**src/rtl/dmem_arb_pkg.sv**
```systemverilog
// dmem_arb_pkg: shared types and constants for the data-memory arbiter
//   state_e        : arbiter FSM states (IDLE, ACCESS, RESP)
//   PORT0 / PORT1  : requester IDs as carried on the winner signal
//   DEF_*          : default address width, data width and memory depth
package dmem_arb_pkg;

   typedef enum logic [1:0] {IDLE, ACCESS, RESP} state_e;

   localparam logic PORT0 = 1'b0;
   localparam logic PORT1 = 1'b1;

   localparam int DEF_ADDR_W = 8;
   localparam int DEF_DATA_W = 16;
   localparam int DEF_DEPTH  = 32;

endpackage

```
**src/rtl/dmem_arbiter_if.sv**
```systemverilog
// dmem_arbiter_if: requester handshakes and memory bus of the data-memory arbiter
//   p0_* / p1_*    : per-port req/we/addr/wdata in, gnt/done pulses out
//   rdata / err    : shared completion data, valid with a done pulse
//   mem_*          : single-port memory strobes, address, write data, read data
//   slave modport  : arbiter view; master modport: requesters + memory view
interface dmem_arbiter_if
   import dmem_arb_pkg::*;
#(
   parameter int ADDR_W = DEF_ADDR_W,
   parameter int DATA_W = DEF_DATA_W
);

   logic              p0_req, p0_we, p0_gnt, p0_done;
   logic              p1_req, p1_we, p1_gnt, p1_done;
   logic [ADDR_W-1:0] p0_addr, p1_addr, mem_addr;
   logic [DATA_W-1:0] p0_wdata, p1_wdata, mem_wdata, mem_rdata, rdata;
   logic              err, mem_re, mem_we;

   modport slave (
      input  p0_req, p0_we, p0_addr, p0_wdata,
      input  p1_req, p1_we, p1_addr, p1_wdata,
      input  mem_rdata,
      output p0_gnt, p0_done, p1_gnt, p1_done, rdata, err,
      output mem_addr, mem_wdata, mem_re, mem_we
   );

   modport master (
      output p0_req, p0_we, p0_addr, p0_wdata,
      output p1_req, p1_we, p1_addr, p1_wdata,
      output mem_rdata,
      input  p0_gnt, p0_done, p1_gnt, p1_done, rdata, err,
      input  mem_addr, mem_wdata, mem_re, mem_we
   );

endinterface

```
**src/rtl/dmem_arb_pick.sv**
```systemverilog
// dmem_arb_pick: combinational winner selection for the two requesters
//   req0_i / req1_i : pending requests
//   last_i          : port granted most recently (round-robin build only)
//   valid_o         : some request is pending
//   win_o           : winning port ID, meaningful when valid_o is high
//   Macro DMEM_ARB_RR_EN selects round-robin; otherwise port 0 has fixed priority.
module dmem_arb_pick
   import dmem_arb_pkg::*;
(
   input  logic req0_i,
   input  logic req1_i,
   input  logic last_i,
   output logic valid_o,
   output logic win_o
);

   assign valid_o = req0_i | req1_i;

`ifdef DMEM_ARB_RR_EN
   // on a tie the port that did not win last time goes next
   assign win_o = (req0_i & req1_i) ? ~last_i : (req0_i ? PORT0 : PORT1);
`else
   logic unused_last;
   assign unused_last = last_i;
   assign win_o = req0_i ? PORT0 : PORT1;
`endif

endmodule

```
**src/rtl/dmem_arbiter.sv**
```systemverilog
// dmem_arbiter: two-port arbiter and access sequencer for the 32 x 16 data memory
//   clk   : rising-edge clock
//   reset : synchronous active-high reset
//   bus   : dmem_arbiter_if.slave -- requester handshakes and memory bus
//   Each access runs IDLE -> ACCESS (gnt + memory strobe) -> RESP (done + rdata/err).
//   All outputs come straight from registers. Macro DMEM_ARB_RR_EN enables
//   round-robin arbitration (default: port 0 fixed priority).
module dmem_arbiter
   import dmem_arb_pkg::*;
#(
   parameter int ADDR_W = DEF_ADDR_W,
   parameter int DATA_W = DEF_DATA_W,
   parameter int DEPTH  = DEF_DEPTH
) (
   input logic           clk,
   input logic           reset,
   dmem_arbiter_if.slave bus
);

   state_e            state_q, state_d;
   logic              last_q, last_d, win_q, win_d, we_q, we_d;
   logic [ADDR_W-1:0] addr_q, addr_d;
   logic [DATA_W-1:0] wdata_q, wdata_d, rdata_q, rdata_d;
   logic              err_q, err_d, re_q, re_d, mwe_q, mwe_d;
   logic [1:0]        gnt_q, gnt_d, done_q, done_d;
   logic              pick_v, pick_w, sel_we;
   logic [ADDR_W-1:0] sel_addr;
   logic [DATA_W-1:0] sel_wdata;

   function automatic logic in_range(input logic [ADDR_W-1:0] a);
      return 32'(a) < DEPTH;
   endfunction

   dmem_arb_pick u_pick (
      .req0_i  (bus.p0_req),
      .req1_i  (bus.p1_req),
      .last_i  (last_q),
      .valid_o (pick_v),
      .win_o   (pick_w)
   );

   assign sel_we    = pick_w ? bus.p1_we    : bus.p0_we;
   assign sel_addr  = pick_w ? bus.p1_addr  : bus.p0_addr;
   assign sel_wdata = pick_w ? bus.p1_wdata : bus.p0_wdata;

   // strobes are decided at the grant edge so they are registered for the ACCESS cycle
   always_comb begin
      state_d = state_q;
      last_d  = last_q;
      win_d   = win_q;
      we_d    = we_q;
      addr_d  = addr_q;
      wdata_d = wdata_q;
      rdata_d = rdata_q;
      err_d   = 1'b0;
      gnt_d   = 2'b00;
      done_d  = 2'b00;
      re_d    = 1'b0;
      mwe_d   = 1'b0;
      case (state_q)
         IDLE: if (pick_v) begin
            state_d = ACCESS;
            last_d  = pick_w;
            win_d   = pick_w;
            we_d    = sel_we;
            addr_d  = sel_addr;
            wdata_d = sel_wdata;
            gnt_d   = pick_w ? 2'b10 : 2'b01;
            re_d    = in_range(sel_addr) & ~sel_we;
            mwe_d   = in_range(sel_addr) & sel_we;
         end
         ACCESS: begin
            state_d = RESP;
            rdata_d = (in_range(addr_q) & ~we_q) ? bus.mem_rdata : '0;
            err_d   = ~in_range(addr_q);
            done_d  = win_q ? 2'b10 : 2'b01;
         end
         default: state_d = IDLE;
      endcase
   end

   always_ff @(posedge clk) begin
      if (reset) begin
         state_q <= IDLE;
         last_q  <= PORT1;
         win_q   <= PORT0;
         we_q    <= 1'b0;
         addr_q  <= '0;
         wdata_q <= '0;
         rdata_q <= '0;
         err_q   <= 1'b0;
         gnt_q   <= 2'b00;
         done_q  <= 2'b00;
         re_q    <= 1'b0;
         mwe_q   <= 1'b0;
      end else begin
         state_q <= state_d;
         last_q  <= last_d;
         win_q   <= win_d;
         we_q    <= we_d;
         addr_q  <= addr_d;
         wdata_q <= wdata_d;
         rdata_q <= rdata_d;
         err_q   <= err_d;
         gnt_q   <= gnt_d;
         done_q  <= done_d;
         re_q    <= re_d;
         mwe_q   <= mwe_d;
      end
   end

   assign bus.p0_gnt    = gnt_q[0];
   assign bus.p1_gnt    = gnt_q[1];
   assign bus.p0_done   = done_q[0];
   assign bus.p1_done   = done_q[1];
   assign bus.rdata     = rdata_q;
   assign bus.err       = err_q;
   assign bus.mem_addr  = addr_q;
   assign bus.mem_wdata = wdata_q;
   assign bus.mem_re    = re_q;
   assign bus.mem_we    = mwe_q;

endmodule

```
**src/flat_wrapper.sv**
```systemverilog
// flat-port wrapper written by rule: the top's interface ports become plain ports
module dmem_arbiter_flat import dmem_arb_pkg::*;
#(
   parameter int ADDR_W = DEF_ADDR_W,
   parameter int DATA_W = DEF_DATA_W,
   parameter int DEPTH  = DEF_DEPTH
)
  (clk, reset, bus_p0_req, bus_p0_we, bus_p0_addr, bus_p0_wdata, bus_p1_req, bus_p1_we, bus_p1_addr, bus_p1_wdata, bus_mem_rdata, bus_p0_gnt, bus_p0_done, bus_p1_gnt, bus_p1_done, bus_rdata, bus_err, bus_mem_addr, bus_mem_wdata, bus_mem_re, bus_mem_we);
  dmem_arbiter_if #(.ADDR_W(ADDR_W), .DATA_W(DATA_W)) bus_i ();
  input logic clk;
  input logic reset;
  input wire logic [$bits(bus_i.p0_req)-1:0] bus_p0_req;
  input wire logic [$bits(bus_i.p0_we)-1:0] bus_p0_we;
  input wire logic [$bits(bus_i.p0_addr)-1:0] bus_p0_addr;
  input wire logic [$bits(bus_i.p0_wdata)-1:0] bus_p0_wdata;
  input wire logic [$bits(bus_i.p1_req)-1:0] bus_p1_req;
  input wire logic [$bits(bus_i.p1_we)-1:0] bus_p1_we;
  input wire logic [$bits(bus_i.p1_addr)-1:0] bus_p1_addr;
  input wire logic [$bits(bus_i.p1_wdata)-1:0] bus_p1_wdata;
  input wire logic [$bits(bus_i.mem_rdata)-1:0] bus_mem_rdata;
  output wire logic [$bits(bus_i.p0_gnt)-1:0] bus_p0_gnt;
  output wire logic [$bits(bus_i.p0_done)-1:0] bus_p0_done;
  output wire logic [$bits(bus_i.p1_gnt)-1:0] bus_p1_gnt;
  output wire logic [$bits(bus_i.p1_done)-1:0] bus_p1_done;
  output wire logic [$bits(bus_i.rdata)-1:0] bus_rdata;
  output wire logic [$bits(bus_i.err)-1:0] bus_err;
  output wire logic [$bits(bus_i.mem_addr)-1:0] bus_mem_addr;
  output wire logic [$bits(bus_i.mem_wdata)-1:0] bus_mem_wdata;
  output wire logic [$bits(bus_i.mem_re)-1:0] bus_mem_re;
  output wire logic [$bits(bus_i.mem_we)-1:0] bus_mem_we;
  assign bus_i.p0_req = bus_p0_req;
  assign bus_i.p0_we = bus_p0_we;
  assign bus_i.p0_addr = bus_p0_addr;
  assign bus_i.p0_wdata = bus_p0_wdata;
  assign bus_i.p1_req = bus_p1_req;
  assign bus_i.p1_we = bus_p1_we;
  assign bus_i.p1_addr = bus_p1_addr;
  assign bus_i.p1_wdata = bus_p1_wdata;
  assign bus_i.mem_rdata = bus_mem_rdata;
  assign bus_p0_gnt = bus_i.p0_gnt;
  assign bus_p0_done = bus_i.p0_done;
  assign bus_p1_gnt = bus_i.p1_gnt;
  assign bus_p1_done = bus_i.p1_done;
  assign bus_rdata = bus_i.rdata;
  assign bus_err = bus_i.err;
  assign bus_mem_addr = bus_i.mem_addr;
  assign bus_mem_wdata = bus_i.mem_wdata;
  assign bus_mem_re = bus_i.mem_re;
  assign bus_mem_we = bus_i.mem_we;
  dmem_arbiter #(.ADDR_W(ADDR_W), .DATA_W(DATA_W), .DEPTH(DEPTH)) u_core (.clk(clk), .reset(reset), .bus(bus_i));
endmodule
```
**config.mk**
```make
export PLATFORM = sky130hd
export DESIGN_NAME = dmem_arbiter_flat
export DESIGN_NICKNAME = d
export VERILOG_FILES = /design/src/rtl/dmem_arb_pkg.sv /design/src/rtl/dmem_arbiter_if.sv /design/src/rtl/dmem_arb_pick.sv /design/src/rtl/dmem_arbiter.sv /design/src/flat_wrapper.sv
export SDC_FILE = /design/constraint.sdc
export NUM_CORES = 1
export LEC_CHECK = 0
export CAP_MARGIN = 30
export CELL_PAD_IN_SITES_DETAIL_PLACEMENT = 0
export CELL_PAD_IN_SITES_GLOBAL_PLACEMENT = 1
export CORE_MARGIN = 10
export CORE_UTILIZATION = 27
export DETAILED_ROUTE_END_ITERATION = 10
export PLACE_DENSITY_LB_ADDON = 0.1
export REMOVE_ABC_BUFFERS = 1
export SLEW_MARGIN = 20
export SYNTH_ARGS = -nofsm -noshare
export SYNTH_HDL_FRONTEND = slang
export SYNTH_HIERARCHICAL = 1
export SYNTH_SLANG_ARGS = --single-unit
```
**constraint.sdc**
```tcl
create_clock -name clk -period 1.4 [get_ports clk]
set_clock_uncertainty 0.15 [all_clocks]
set_input_delay 0.28 -clock clk [delete_from_list [all_inputs] [get_ports clk]]
set_output_delay 0.28 -clock clk [all_outputs]
set_load 0.005 [all_outputs]
```
==> run summary <==
For the overall die area, the log shows 11100 um^2. The routed layout has 1797 vias. The share of the cycle needed by the critical path after routing was 0.983; the layout cell share with drive strength beyond 1 was 0.137. The clock transition at the register clock pins on the worst setup and hold paths after CTS was 0.09 ns; the total number of placement rows was 31. The run finished with clean final reports.

The worst hold path belongs to the class in2reg. The number of buffers added by the clock tree synthesis step is 5. The number of clock sinks is 51, and the synthesized area per cell is 11.6 um^2. The tools report the global placer's final weighted congestion as 0.704.

The most common cell after layout, fill and taps aside was sky130_fd_sc_hd__clkdlybuf4s50_1. The later-pin clock latency in the skew report came out at 0.30 ns. The HPWL after detailed placement came out at 4.81 mm. In this run the horizontal extent of the chip is 105 um. For this design the ratio of total power to cell area is 967 nW/um^2. The number of DRC violations after detailed routing was 0. The global routing usage summed across all routing layers was 0.115. The detailed router finished its first iteration with 34 violations. Yosys printed 6 warnings. The effective utilization at floorplan was 0.274. The logs give 723 for the count of fill cells added during filler insertion and 6.75 mm for the detailed-route wire length. Traced cell by cell, the critical path runs through nor2_4, a21oi_4, buf_6, buf_4, a22o_1.

Among cell families on the critical path, the largest total delay comes from flip-flops. The worst path meets setup with 0.0233 ns of slack. The max-slew violation count came out at 0.

The leakage power figure came out at 1.57 nW. The setup path with the least slack is of type reg2reg. The critical path contains buffers and inverters numbering 2 combined. The slew at the pin closest to its max-slew limit came out at 0.262 ns. The per-cell routed wire length was 16.9 um. The arrival time of the worst setup path came out at 1.43 ns. Setup violations remaining at the end of the flow were counted as 0. The maximum fanout count along the critical path was 3; the initial antenna violation count was 0. The final cell area excluding filler cells came out at 3500 um^2. Worst-path cell with the longest stage delay: sky130_fd_sc_hd__dfxtp_1.

The endpoint kind of the worst setup timing path is a flip-flop. The library cells used most frequently in the layout, excluding fill and tap cells, are sky130_fd_sc_hd__clkdlybuf4s50_1, sky130_fd_sc_hd__dfxtp_1, sky130_fd_sc_hd__dlygate4sd2_1. OpenSTA, run right after detailed placement, puts the worst setup slack at -0.383 ns.

Static timing analysis puts the maximum clock frequency at 726 MHz. The number of vias per cell was 4.50. Core occupancy in the finished layout: 0.487. The run gives 0 as the number of hold-slack violations in the final timing report. In the final design database the tool counted 369 nets. The worst setup path is launched from a flip-flop. For the finished layout, the period the worst path requires is 1.38 ns.

Relative to the synthesized area, the layout overhead comes to 77.7%. The first global-routing pass estimated 10.2 mm of wire. TritonCTS built the clock tree. VDD sags by at most 0.000437 V. The logs give 3320 um^2 for the standard cell area after detailed placement and 1937 for the number of global-route vias before repair.

The run gives 2 as the clock tree buffer depth. The count of buffers from port buffering came out at 116. After layout, the design draws a total of 3.38 mW.

The largest incremental delay on the critical path was 0.38 ns. Adding up every negative setup slack in the final design gives 0 ns. The detail route stage leaves a number of antenna-violating nets equal to 0. For the worst slew slack as a fraction of its limit, the log shows 0.820.

The number of buffers added to fix hold violations after cts came out at 0. After global routing the overflow that remains totals 0. In this run the number of H-tree levels came out at 2.

The number of antenna diodes in the final layout is 0. The logs give 169 for the count of mapped cells out of synthesis and 117 for the boundary pin count. The pin count of the biggest net entering global routing is 18. The first-pass iteration count of the detailed router came out at 4. Clock tree synthesis selected as its root buffer the cell sky130_fd_sc_hd__clkbuf_8. The run gives 7180 um^2 as the area of the core. Max-cap violations in this run came to 0. The cell area after technology mapping is 1970 um^2, and the die extent in y is 105 um. For the worst setup path, the data required time is 1.45 ns.
[sequential cells by signal, summed over array words and instances (netlist names)]
| signal | count |
|---|---|
| u_core/bus.err | 1 |
| u_core/bus.mem_addr | 8 |
| u_core/bus.mem_re | 1 |
| u_core/bus.mem_wdata | 16 |
| u_core/bus.mem_we | 1 |
| u_core/bus.rdata | 16 |
| u_core/done_q | 2 |
| u_core/gnt_q | 2 |
| u_core/state_q | 2 |
| u_core/we_q | 1 |
| u_core/win_q | 1 |
[per-layer routing]
metal / vias to the layer above / track usage / wire length (um)
li1: 892 / - / -
met1: 824 / 0.136 / 2950
met2: 77 / 0.187 / 3210
met3: 4 / 0.0481 / 553
met4: 0 / 0.0324 / 39
met5: - / 0 / 0
[final timing paths]
path / slack (ns) / depth (start not counted) / start / to
worst max-delay path: 0.02 / 5 / u_core/state_q[1] / u_core/we_q
worst min-delay path: 0.23 / 3 / reset / u_core/state_q[0]
worst max register to register: 0.02 / 5 / u_core/state_q[1] / u_core/we_q
worst min register to register: 0.30 / 1 / u_core/win_q / u_core/done_q[0]
[worst min-delay path: stages]
cell and delay (ns):
sky130_fd_sc_hd__dlymetal6s2s_1 0.14, sky130_fd_sc_hd__nand3b_4 0.17, sky130_fd_sc_hd__inv_2 0.05
[per-stage QoR]
stage | hold slack, ns | std cells
after global routing | 0.289 | 399
after detailed placement | 0.295 | 385
after floorplan | 0.202 | 155
after CTS | 0.308 | 398
final | 0.230 | 399
after global placement | 0.288 | 385
[repair_timing]
action / CTS / global route
gates cloned: 2 / 1
resized for setup: 56 / 5
buffers inserted: 3 / 0
pin swaps: 1 / 2
setup endpoints to repair: 73 / 27
[area by class of cell]
cell class / instances / area [um^2] / area share
clock inverter: 1 / 7.51 / 0.00215
multi-input combinational: 101 / 841 / 0.241
inverter: 3 / 11.3 / 0.00322
sequential: 51 / 1020 / 0.293
timing repair buffer: 137 / 1390 / 0.398
clock buffer: 7 / 96.3 / 0.0276
tap: 99 / 124 / 0.0354
[power by group]
group | leakage, nW | switching (mW) | internal [mW]
clock network | 0.0505 | 0.486 | 0.450
logic | 1.10 | 0.326 | 0.502
registers | 0.419 | 0.0556 | 1.56
total | 1.57 | 0.867 | 2.51
(Power assumes the default switching activity.)
